### src/rtl/cpu_types_pkg.sv
// Shared CPU-side types: RAM handshake states and the memory arbiter FSM encoding.
package cpu_types_pkg;

    typedef enum logic [1:0] {
        FREE   = 2'd0,
        BUSY   = 2'd1,
        ACCESS = 2'd2,
        ERROR  = 2'd3
    } ramstate_t;

    typedef enum logic [2:0] {
        IDLE    = 3'd0,
        GRANT_I = 3'd1,
        GRANT_D = 3'd2,
        DONE_I  = 3'd3,
        DONE_D  = 3'd4,
        FAULT   = 3'd5
    } arb_state_t;

endpackage

### src/rtl/mem_arbiter.sv
// Single-port RAM arbiter between instruction fetch and data access, one transaction at a time.
// Data has priority; a burst counter forces a fetch grant, and a watchdog faults a stuck RAM.
module mem_arbiter
    import cpu_types_pkg::*;
#(
    parameter int MAX_DBURST = 4,
    parameter int TIMEOUT    = 64
) (
    input  logic        CLK,
    input  logic        RST,
    input  logic        iREN,
    input  logic [31:0] iaddr,
    output logic        ihit,
    output logic [31:0] iload,
    input  logic        dREN,
    input  logic        dWEN,
    input  logic [31:0] daddr,
    input  logic [31:0] dstore,
    output logic        dhit,
    output logic [31:0] dload,
    output logic        ramREN,
    output logic        ramWEN,
    output logic [31:0] ramaddr,
    output logic [31:0] ramstore,
    input  logic [31:0] ramload,
    input  logic [1:0]  ramstate,
    output logic        err
);

    localparam int WAIT_W = (TIMEOUT > 2) ? $clog2(TIMEOUT) : 1;
    localparam int DB_W   = $clog2(MAX_DBURST + 1);

    arb_state_t        state_q,    state_d;
    logic [WAIT_W-1:0] wait_q,     wait_d;
    logic [DB_W-1:0]   dburst_q,   dburst_d;
    logic              ihit_q,     ihit_d;
    logic              dhit_q,     dhit_d;
    logic [31:0]       iload_q,    iload_d;
    logic [31:0]       dload_q,    dload_d;
    logic              ramREN_q,   ramREN_d;
    logic              ramWEN_q,   ramWEN_d;
    logic [31:0]       ramaddr_q,  ramaddr_d;
    logic [31:0]       ramstore_q, ramstore_d;
    logic              err_q,      err_d;

    ramstate_t ram_st;
    logic      d_req;
    logic      timed_out;

    assign ram_st    = ramstate_t'(ramstate);
    assign d_req     = dREN | dWEN;
    assign timed_out = (wait_q == WAIT_W'(TIMEOUT - 1));

    always_comb begin
        // NOTE: every next-state value gets its hold default first so no path infers a latch.
        state_d    = state_q;
        wait_d     = wait_q;
        dburst_d   = dburst_q;
        ihit_d     = 1'b0;
        dhit_d     = 1'b0;
        iload_d    = iload_q;
        dload_d    = dload_q;
        ramREN_d   = ramREN_q;
        ramWEN_d   = ramWEN_q;
        ramaddr_d  = ramaddr_q;
        ramstore_d = ramstore_q;
        err_d      = err_q;

        case (state_q)
            IDLE: begin
                if (d_req && (dburst_q < DB_W'(MAX_DBURST))) begin
                    state_d    = GRANT_D;
                    wait_d     = '0;
                    ramaddr_d  = daddr;
                    ramstore_d = dstore;
                    ramWEN_d   = dWEN;
                    ramREN_d   = ~dWEN;
                end else if (iREN) begin
                    state_d    = GRANT_I;
                    wait_d     = '0;
                    ramaddr_d  = iaddr;
                    ramstore_d = dstore;
                    ramWEN_d   = 1'b0;
                    ramREN_d   = 1'b1;
                end
            end
            GRANT_I, GRANT_D: begin
                if (ram_st == ACCESS) begin
                    ramREN_d = 1'b0;
                    ramWEN_d = 1'b0;
                    if (state_q == GRANT_I) begin
                        iload_d = ramload;
                        ihit_d  = 1'b1;
                        state_d = DONE_I;
                    end else begin
                        if (ramREN_q) dload_d = ramload;
                        dhit_d  = 1'b1;
                        state_d = DONE_D;
                    end
                end else if ((ram_st == ERROR) || timed_out) begin
                    // Release the requester with a zero result so it cannot hang on a dead RAM.
                    ramREN_d = 1'b0;
                    ramWEN_d = 1'b0;
                    err_d    = 1'b1;
                    state_d  = FAULT;
                    if (state_q == GRANT_I) begin
                        iload_d = '0;
                        ihit_d  = 1'b1;
                    end else begin
                        dload_d = '0;
                        dhit_d  = 1'b1;
                    end
                end else begin
                    wait_d = wait_q + WAIT_W'(1);
                end
            end
            DONE_I, DONE_D, FAULT: state_d = IDLE;
            default:               state_d = IDLE;
        endcase

        if ((state_q == IDLE) && (state_d == GRANT_D) && iREN) begin
            if (dburst_q != DB_W'(MAX_DBURST)) dburst_d = dburst_q + DB_W'(1);
        end else if (((state_q == IDLE) && (state_d == GRANT_I)) || !iREN) begin
            dburst_d = '0;
        end
    end

    always_ff @(posedge CLK) begin
        // NOTE: reset is synchronous; sequential state uses non-blocking assignments only.
        if (RST) begin
            state_q    <= IDLE;
            wait_q     <= '0;
            dburst_q   <= '0;
            ihit_q     <= 1'b0;
            dhit_q     <= 1'b0;
            iload_q    <= '0;
            dload_q    <= '0;
            ramREN_q   <= 1'b0;
            ramWEN_q   <= 1'b0;
            ramaddr_q  <= '0;
            ramstore_q <= '0;
            err_q      <= 1'b0;
        end else begin
            state_q    <= state_d;
            wait_q     <= wait_d;
            dburst_q   <= dburst_d;
            ihit_q     <= ihit_d;
            dhit_q     <= dhit_d;
            iload_q    <= iload_d;
            dload_q    <= dload_d;
            ramREN_q   <= ramREN_d;
            ramWEN_q   <= ramWEN_d;
            ramaddr_q  <= ramaddr_d;
            ramstore_q <= ramstore_d;
            err_q      <= err_d;
        end
    end

    assign ihit     = ihit_q;
    assign dhit     = dhit_q;
    assign iload    = iload_q;
    assign dload    = dload_q;
    assign ramREN   = ramREN_q;
    assign ramWEN   = ramWEN_q;
    assign ramaddr  = ramaddr_q;
    assign ramstore = ramstore_q;
    assign err      = err_q;

endmodule

### config.mk
export PLATFORM = sky130hd
export DESIGN_NAME = mem_arbiter
export DESIGN_NICKNAME = d
export VERILOG_FILES = /design/src/rtl/cpu_types_pkg.sv /design/src/rtl/mem_arbiter.sv
export SDC_FILE = /design/constraint.sdc
export NUM_CORES = 1
export LEC_CHECK = 0
export CAP_MARGIN = 20
export CORE_MARGIN = 3
export CORE_UTILIZATION = 46
export DETAILED_ROUTE_END_ITERATION = 8
export PLACE_DENSITY = 0.9
export SYNTH_ARGS = -nofsm -noshare
export SYNTH_HDL_FRONTEND = slang
export SYNTH_SLANG_ARGS = --single-unit
### constraint.sdc
create_clock -name CLK -period 3.98 [get_ports CLK]
set_input_delay 0.597 -clock CLK [delete_from_list [all_inputs] [get_ports CLK]]
set_output_delay 0.597 -clock CLK [all_outputs]
set_load 0.005 [all_outputs]
=== After elaboration in Yosys (flattened, before gate mapping) ===
Cells that the tools add are included.

* Flip-flop bits (word level): 145
* Input bits: 135
* Output and inout bits: 133
* Logic and storage cells: 96

* Add/subtract/negate cells: 2
* $lt $le $gt $ge: 1
* Equality and inequality tests: 14
* Muxes and demuxes: 41
* Bitwise logic cells: 5
* Reduce and logical (&&, ||, !) cells: 21

{| class="wikitable"
|+ Operators with widths
! cell !! count
|-
| 32-bit 2-to-1 mux || 13
|-
| 3-bit 2-to-1 mux || 8
|-
| 6-bit 2-to-1 mux || 4
|-
| 1-bit 2-to-1 mux || 12
|-
| 6-bit case mux with 2 select lines || 1
|-
| 3-bit != test, second input constant || 3
|-
| 3-bit AND reduction || 3
|-
| 4-bit AND reduction || 2
|-
| 2-bit nonzero test || 4
|-
| 6-bit by 1-bit adder with 6-bit output, second input constant || 1
|-
| 3-bit by 1-bit equality test with 1-bit output, second input constant || 2
|-
| 3-bit by 2-bit equality test with 1-bit output, second input constant || 2
|-
| 6-bit equality test, second input constant || 1
|-
| 2-bit != test, second input constant || 3
|-
| 3-bit case mux with 2 select lines || 1
|-
| 2-bit equality test, second input constant || 2
|-
| 1-bit logical AND || 4
|-
| 1-bit NOT || 4
|-
| 1-bit case mux with 2 select lines || 2
|-
| 2-bit AND reduction || 2
|-
| 2-bit OR reduction || 2
|-
| 3-bit by 1-bit adder with 3-bit output, second input constant || 1
|-
| 3-bit logical NOT || 1
|-
| 3-bit less-than comparator, second input constant || 1
|-
| 4 further kinds || 5
|}

=== Longest topological paths before layout ===
Gate-level depths: netlist of the first run.

* Word-level depth: 10
* Depth in mapped cells: 8
* Gate-level depth less buffers: 5

=== Least setup slack after synthesis of the first run ===
Ideal clock, no wire load.

* Path kind: input -> register
* Start point: input port dWEN
* End point: register wait_q[3]
* Setup time: 72 ps
* Arrival: 1634 ps
* Data required time: 3908 ps
* Slack: 2274 ps
* Stages on the path: 6
* Buffers on the path: 2
* Path through: o21ba_1 buf_2 o21a_4 buf_6 or3_1 mux2i_1

* Word-level cells in the longest chain between the ends: 4
* Elaborated cells on any way between the ends: 6
* Classes of those cells: 1 x eq/ne; 2 x mux; 1 x bitwise; 2 x reduce/logical

{| class="wikitable"
|+ Ends and longest elaborated chain
! what !! RTL line !! RTL
|-
| from (decl) || mem_arbiter.sv:16 || <nowiki>input logic dWEN,</nowiki>
|-
| 1-bit OR * || mem_arbiter.sv:51 || <nowiki>assign d_req = dREN | dWEN;</nowiki>
|-
| 1-bit logical AND * || mem_arbiter.sv:71 || <nowiki>if (d_req && (dburst_q < DB_W'(MAX_DBURST))) begin</nowiki>
|-
| 3-bit != test (no line) / 6-bit 2-to-1 mux (equally long branches) || -- ||
|-
| 4-bit AND reduction (no line) / 6-bit case mux with 2 select lines (equally long branches) || -- ||
|-
| to (signal assigned) || mem_arbiter.sv:145 || <nowiki>wait_q <= wait_d;</nowiki>
|-
| to (decl) || mem_arbiter.sv:34 || <nowiki>logic [WAIT_W-1:0] wait_q, wait_d;</nowiki>
|}

Mark *: on every way between the ends. The rest lies on a longest branch, timed or not.
A chain may end at the register's enable or synchronous reset.

=== Final worst setup path of the first run ===
* Start point: register wait_q[0]
* End point: register ramWEN_q, in the netlist ramWEN

* Word-level cells in the longest chain between the ends: 4

{| class="wikitable"
|+ Ends and longest elaborated chain
! what !! RTL line !! RTL
|-
| 6-bit equality test || mem_arbiter.sv:52 || <nowiki>assign timed_out = (wait_q == WAIT_W'(TIMEOUT - 1));</nowiki>
|-
| 1-bit logical OR || mem_arbiter.sv:100 || <nowiki>end else if ((ram_st == ERROR) || timed_out) begin</nowiki>
|-
| 3-bit != test (no line) || -- ||
|-
| 3-bit AND reduction (no line) || -- ||
|-
| to (signal assigned) || mem_arbiter.sv:152 || <nowiki>ramWEN_q <= ramWEN_d;</nowiki>
|-
| to (decl) || mem_arbiter.sv:41 || <nowiki>logic ramWEN_q, ramWEN_d;</nowiki>
|}

No other way between the ends.

==> results of run 1 <==
routing by layer:
layer / wire length, um / global-route usage (%) / up-vias
met5: 0 / 0 / -
li1: - / - / 3169
met1: 8524 / 33.47 / 3167
met2: 10380 / 43.25 / 302
met3: 1478 / 7.005 / 62
met4: 840 / 13.37 / 0
flip-flops by register name, summed over array words and instances, names as in the netlist:
register,flops
dload,32
iload,32
ramaddr,32
ramstore,32
wait_q,6
dburst_q,3
state_q,3
dhit,1
err,1
ihit,1
ramREN,1
ramWEN,1
report_power, final:
group | switching [mW] | internal [mW]
clock | 0.626 | 1.06
combinational | 0.418 | 0.404
sequential | 0.0625 | 1.56
total | 1.11 | 3.03
metrics by stage:
stage,util [%],worst slack [ns]
3_5_place_dp,68.52,1.300
6_report,73.38,1.653
3_3_place_gp,68.52,1.352
4_1_cts,73.36,1.711
5_1_grt,73.36,1.511
2_1_floorplan,-,2.274
layout make-up:
class / count / area share, %
inverter: 8 / 0.3153
antenna: 1 / 0.02627
multi-input combinational: 521 / 31.25
timing repair buffer: 280 / 29.06
sequential: 145 / 30.49
clock buffer: 18 / 4.611
tap: 172 / 2.260
clock inverter: 14 / 1.984
layout by cell type (no fill, tap or decap), types with 4 or more instances in the layout:
master / instances
buf_4: 14
nand3_1: 7
a211oi_1: 5
a21oi_1: 100
mux2i_1: 4
nand2_1: 130
dfxtp_1: 144
inv_1: 7
and2_1: 35
bufinv_16: 4
a311oi_1: 32
clkbuf_16: 17
clkdlybuf4s50_1: 266
nor2_1: 38
o31ai_1: 64
clkinv_2: 4
nand4_1: 66
logic make-up (layout without fill, tap and decap cells):
| family | Yosys count | in the layout | share of synthesized area (%) |
|---|---|---|---|
| AND/OR/NAND/NOR | 291 | 291 | 22.32 |
| AO/OA/AOI/OAI | 222 | 222 | 23.62 |
| flip-flops | 145 | 145 | 46.36 |
| buffers and inverters | 92 | 320 | 6.275 |
| multiplexers | 5 | 5 | 0.8194 |
| adder cells (fa/ha/maj) | 3 | 3 | 0.5996 |
| other | 0 | 1 | 0 |
worst paths after layout:
path / startpoint / endpoint / slack, ns / depth (start not counted)
min: ramstore[13] / ramstore[13] / 0.45 / 2
max reg2reg: wait_q[0] / ramWEN / 1.65 / 6
min reg2reg: ramstore[13] / ramstore[13] / 0.45 / 2
max: wait_q[0] / ramWEN / 1.65 / 6
critical path: stages (launching register included):
cell and delay [ns]:
dfxtp_1 0.36, ha_1 0.23, and2_1 0.24, a21o_2 0.56, buf_4 0.45, a211oi_1 0.15, o21a_1 0.22
==> qor.yml, run 1 <==
final_layout:
  syn_to_final_growth_pct: 52.12
  ff_latch_area_sq_um: 2904
  design_area_sq_um: 9524
  multi_input_area_sq_um: 2977
  fill_cells: 981
  drive_gt1_share_pct: 5.984
  layout.cells.non_filler: 1159
  nNetsFinal: 1111
die:
  initial_core_util_pct: 48.24
  ios: 268
  rows: 41
  core_area_sq_um: 12980
  die_w_um: 122.7
  die_h_um: 122.7
  dieArea_sq_um: 15050
sta:
  tns_ns: 0
  hold_ws_ns: 0.4525
  fmax_mhz: 429.7
  worst_slew_pin_slew_ns: 1.086
  finalSetupViolations: 0
  fin_crit_ns: 2.327
  clock_skew_ns: 0.005400
  rsz0062_at_grt: "false"
  finalHoldViolCount: 0
  drv_slew: 0
  relSlewSlack_pct: 27.63
  fin_crit_sh_pct: 58.48
synthesis:
  synth.area.top_cells: "dfxtp_1, a21oi_1, nand2_1"
  netlist_area_sq_um: 6261
  synth_common_cells: "dfxtp_1, nand2_1, a21oi_1"
  synthDistinctLibCells: 45
  ys_ff_latch: 145
  syn_nets: 896
  yosysTopAreaCell: "dfxtp_1"
  synth-edff-count: 0
  ys.flop_type: "dfxtp_1"
  yosys_warnings: 0
  async_flop_share_pct: 0
  synthCells: 758
  post-synth-top-count-cell: "dfxtp_1"
  synth_top_area_share_pct: 46.36
  synth_seq_area_share_pct: 46.36
  avgSynthCellArea_sq_um: 8.260
place:
  placed_area_sq_um: 8894
  place_inst: 1126
  numPortBuffers: 267
  gp_congestion: 0.8501
  hpwl_um: 13610
critical_path:
  critical_path_required_ns: 4.29
  crit_type: "register to register"
  worstPathArrival_ns: 2.64
  critPathMaxFanout: 36
  worst_setup_path_end_kind: "register"
  startpoint_type: "register"
route:
  num_vias: 6700
  dr.first_iter.drc_count: 731
  avgRoutedWirePerCell_um: 18.32
  firstDrtPassIters: 6
  ant_nets: 0
  drc: 0
  vias_per_cell: 5.781
  routed_wl_um: 21230
cts:
  cts.htree.levels: 4
  cts-root-buf: "clkbuf_16"
  cts.reportedPaths.clkPinSlew_ns: 0.06
  clock_sink_count: 145
  clockBufferDepth: 2
  numCtsBuffers: 17
  post_cts_resized: 0
  insertion_delay_ns: 0.42
  holdBufCountCts: 0
  tritoncts: "done"
  post-cts-setup-buffer-count: 0
worst_hold_path:
  min_path_type: "register to register"
grt:
  grt_overflow: 0
  grt_pass1_vias: 6204
  grt.total_usage_pct: 26.94
  grt_pass1_wl_um: 32090
  grt_max_degree: 105
  antenna_found_initial: 0
run:
  maxCapViolations: 0
run_status:
  status: "finished clean"
power_and_ir_drop:
  p_leak_nw: 3.361
  ir_drop_mv: 0.3631
  finalPower_mw: 4.134
  pwr_density_cell_nw_per_um2: 434.0
(Power assumes the default switching activity.)
==> run 2: changes to the inputs <==
- CORE_UTILIZATION: 46 -> 39
- PLACE_DENSITY: 0.9 -> 0.82
- clock period: 3.98 -> 2 ns (I/O delays scaled with it)
==> run 2 against run 1 <==
  * Final cell count increased by 4.2%
  * Worst hold slack got worse by 0.18 ns
  * Register-to-register slack got worse by 1.4 ns
  * Final area increased by 2.1%
  * Global-route usage decreased by 5.0 points
  * Critical path type unchanged
  * Highest routed layer unchanged
==> qor.yml, run 2 (synthesized netlist as in run 1, its figures left out) <==
run_status:
  status: "finished clean"
place:
  hpwl_um: 13660  # +0.33%
  place_inst: 1176  # +4.4%
  numPortBuffers: 267  # unchanged
  gp_congestion: 0.8164  # -4.0%
  placed_area_sq_um: 9138  # +2.7%
grt:
  grt_pass1_vias: 6133  # -1.1%
  grt_max_degree: 66  # -37%
  antenna_found_initial: 1  # +1
  grt.total_usage_pct: 21.90  # -5.0 points
  grt_pass1_wl_um: 31770  # -0.99%
  grt_overflow: 0  # unchanged
sta:
  clock_skew_ns: 0.01177  # +0.006370 ns
  fin_crit_sh_pct: 89.53  # +31 points
  drv_slew: 0  # unchanged
  relSlewSlack_pct: 54.72  # +27 points
  fin_crit_ns: 1.791  # -0.5369 ns
  worst_slew_pin_slew_ns: 0.6791  # -0.4064 ns
  fmax_mhz: 558.5  # +30%
  rsz0062_at_grt: "false"
  finalHoldViolCount: 0  # unchanged
  finalSetupViolations: 0  # unchanged
  tns_ns: 0  # unchanged
cts:
  holdBufCountCts: 0  # unchanged
  clockBufferDepth: 2  # unchanged
  post_cts_resized: 0  # unchanged
  numCtsBuffers: 17  # unchanged
  cts.reportedPaths.clkPinSlew_ns: 0.06  # about the same
  cts-root-buf: "clkbuf_16"
  post-cts-setup-buffer-count: 0  # unchanged
  insertion_delay_ns: 0.41  # about the same
  clock_sink_count: 145  # unchanged
  tritoncts: "done"
  cts.htree.levels: 4  # unchanged
power_and_ir_drop:
  finalPower_mw: 8.048  # +95%
  clkPwrFrac_pct: 38.7  # -2.1 points
  p_leak_nw: 3.441  # +2.4%
  switchingPower_mw: 2.140  # +93%
  intPower_mw: 5.908  # +95%
  swShare_pct: 26.59  # -0.20 points
  ir_drop_mv: 0.5618  # +55%
  pwr_density_cell_nw_per_um2: 827.9  # +91%
  comb_power_share_pct: 21.2  # +1.3 points
  seq_power_share_pct: 40.1  # +0.8 points
final_layout:
  layout.cells.non_filler: 1208  # +4.2%
  fill_cells: 1310  # +34%
  final_cell_mix: "clkdlybuf4s50_1, dfxtp_1, nand2_1"
  nNetsFinal: 1122  # +0.99%
  multi_input_area_sq_um: 2977  # unchanged
  final_common_cell: "clkdlybuf4s50_1"
  ff_latch_area_sq_um: 2904  # unchanged
  design_area_sq_um: 9721  # +2.1%
  drive_gt1_share_pct: 6.827  # +0.84 points
  syn_to_final_growth_pct: 55.26
  utilization_pct: 63.01  # -10 points
route:
  dr.first_iter.drc_count: 531  # -27%
  avgRoutedWirePerCell_um: 16.84  # -8.1%
  drc: 0  # unchanged
  ant_nets: 0  # unchanged
  routed_wl_um: 20340  # -4.2%
  vias_per_cell: 5.428  # -6.1%
  firstDrtPassIters: 5  # -1
  num_vias: 6557  # -2.1%
die:
  core_area_sq_um: 15430  # +19%
  rows: 45  # +9.8%
  die_h_um: 132.7  # +8.2%
  die_w_um: 132.7  # +8.2%
  initial_core_util_pct: 40.58  # -7.7 points
  ios: 268  # unchanged
  dieArea_sq_um: 17610  # +17%
critical_path:
  reg2reg_depth: 5  # -1
  startpoint_type: "register"
  critPathMaxFanout: 4  # -89%
  startpoint: "wait_q[0]"
  worstPathArrival_ns: 2.12  # -0.52 ns
  rrSetupSlack_ns: 0.21  # -1.44 ns
  r2r_end: "wait_q[3]"
  critical_path_required_ns: 2.33  # -1.96 ns
  critPathCapture: "wait_q[3]"
  r2r-start: "wait_q[0]"
  worst_setup_path_end_kind: "register"
  crit_type: "register to register"
worst_hold_path:
  min_path_type: "primary input to register"
  whs_path_depth: 2  # unchanged
run:
  maxCapViolations: 0  # unchanged
[run 2: cell type report]
| cell class | count | share of cell area, % |
|---|---|---|
| clock inverter | 10 | 1.133 |
| inverter | 8 | 0.3089 |
| multi-input combinational | 521 | 30.62 |
| timing repair buffer | 291 | 30.48 |
| tap | 211 | 2.716 |
| sequential | 145 | 29.88 |
| clock buffer | 21 | 4.840 |
| antenna | 1 | 0.02574 |
[run 2: worst min-delay path by stage]
stage                 startpoint            to  slack (ns)
floorplan              dstore[0]   ramstore[0]        0.44
global placement    ramstore[10]  ramstore[10]        0.44
detailed placement   ramstore[0]   ramstore[0]        0.45
CTS                          RST  ramstore[31]        0.26
global route                 RST      iload[2]        0.28
finish                       RST  ramstore[31]        0.27
[run 2: per-stage QoR]
step | hold WS [ns] | setup slack (ns)
2_1_floorplan | 0.4360 | 0.3467
4_1_cts | 0.2636 | 0.2146
3_5_place_dp | 0.4457 | 0.02186
6_report | 0.2735 | 0.2094
5_1_grt | 0.2799 | 0.09226
3_3_place_gp | 0.4409 | 0.08091
[run 2: critical path, cell delays in order, from the launching register on]
cell and delay [ns]:
dfxtp_1 0.33, ha_1 0.24, and2_1 0.22, a221o_1 0.38, a211oi_1 0.32, mux2i_1 0.23
[run 2: power by group through the flow]
stage	Clock, mW	Combinational (mW)	Sequential, mW
3_3_place_gp	0	1.68	3.28
3_5_place_dp	0	1.70	3.29
5_1_grt	3.29	1.84	3.25
2_1_floorplan	0	0.768	3.29
6_report	3.11	1.71	3.23
4_1_cts	3.17	1.71	3.23
[run 2: routing by layer]
layer | track usage [%] | wire, um | vias up | share of wire (%)
li1 | - | - | 3190 | -
met1 | 28.28 | 8584 | 3078 | 42
met2 | 35.22 | 9974 | 248 | 49
met3 | 5.019 | 1175 | 41 | 5.8
met4 | 9.411 | 604 | 0 | 3.0
met5 | 0 | 0 | - | 0
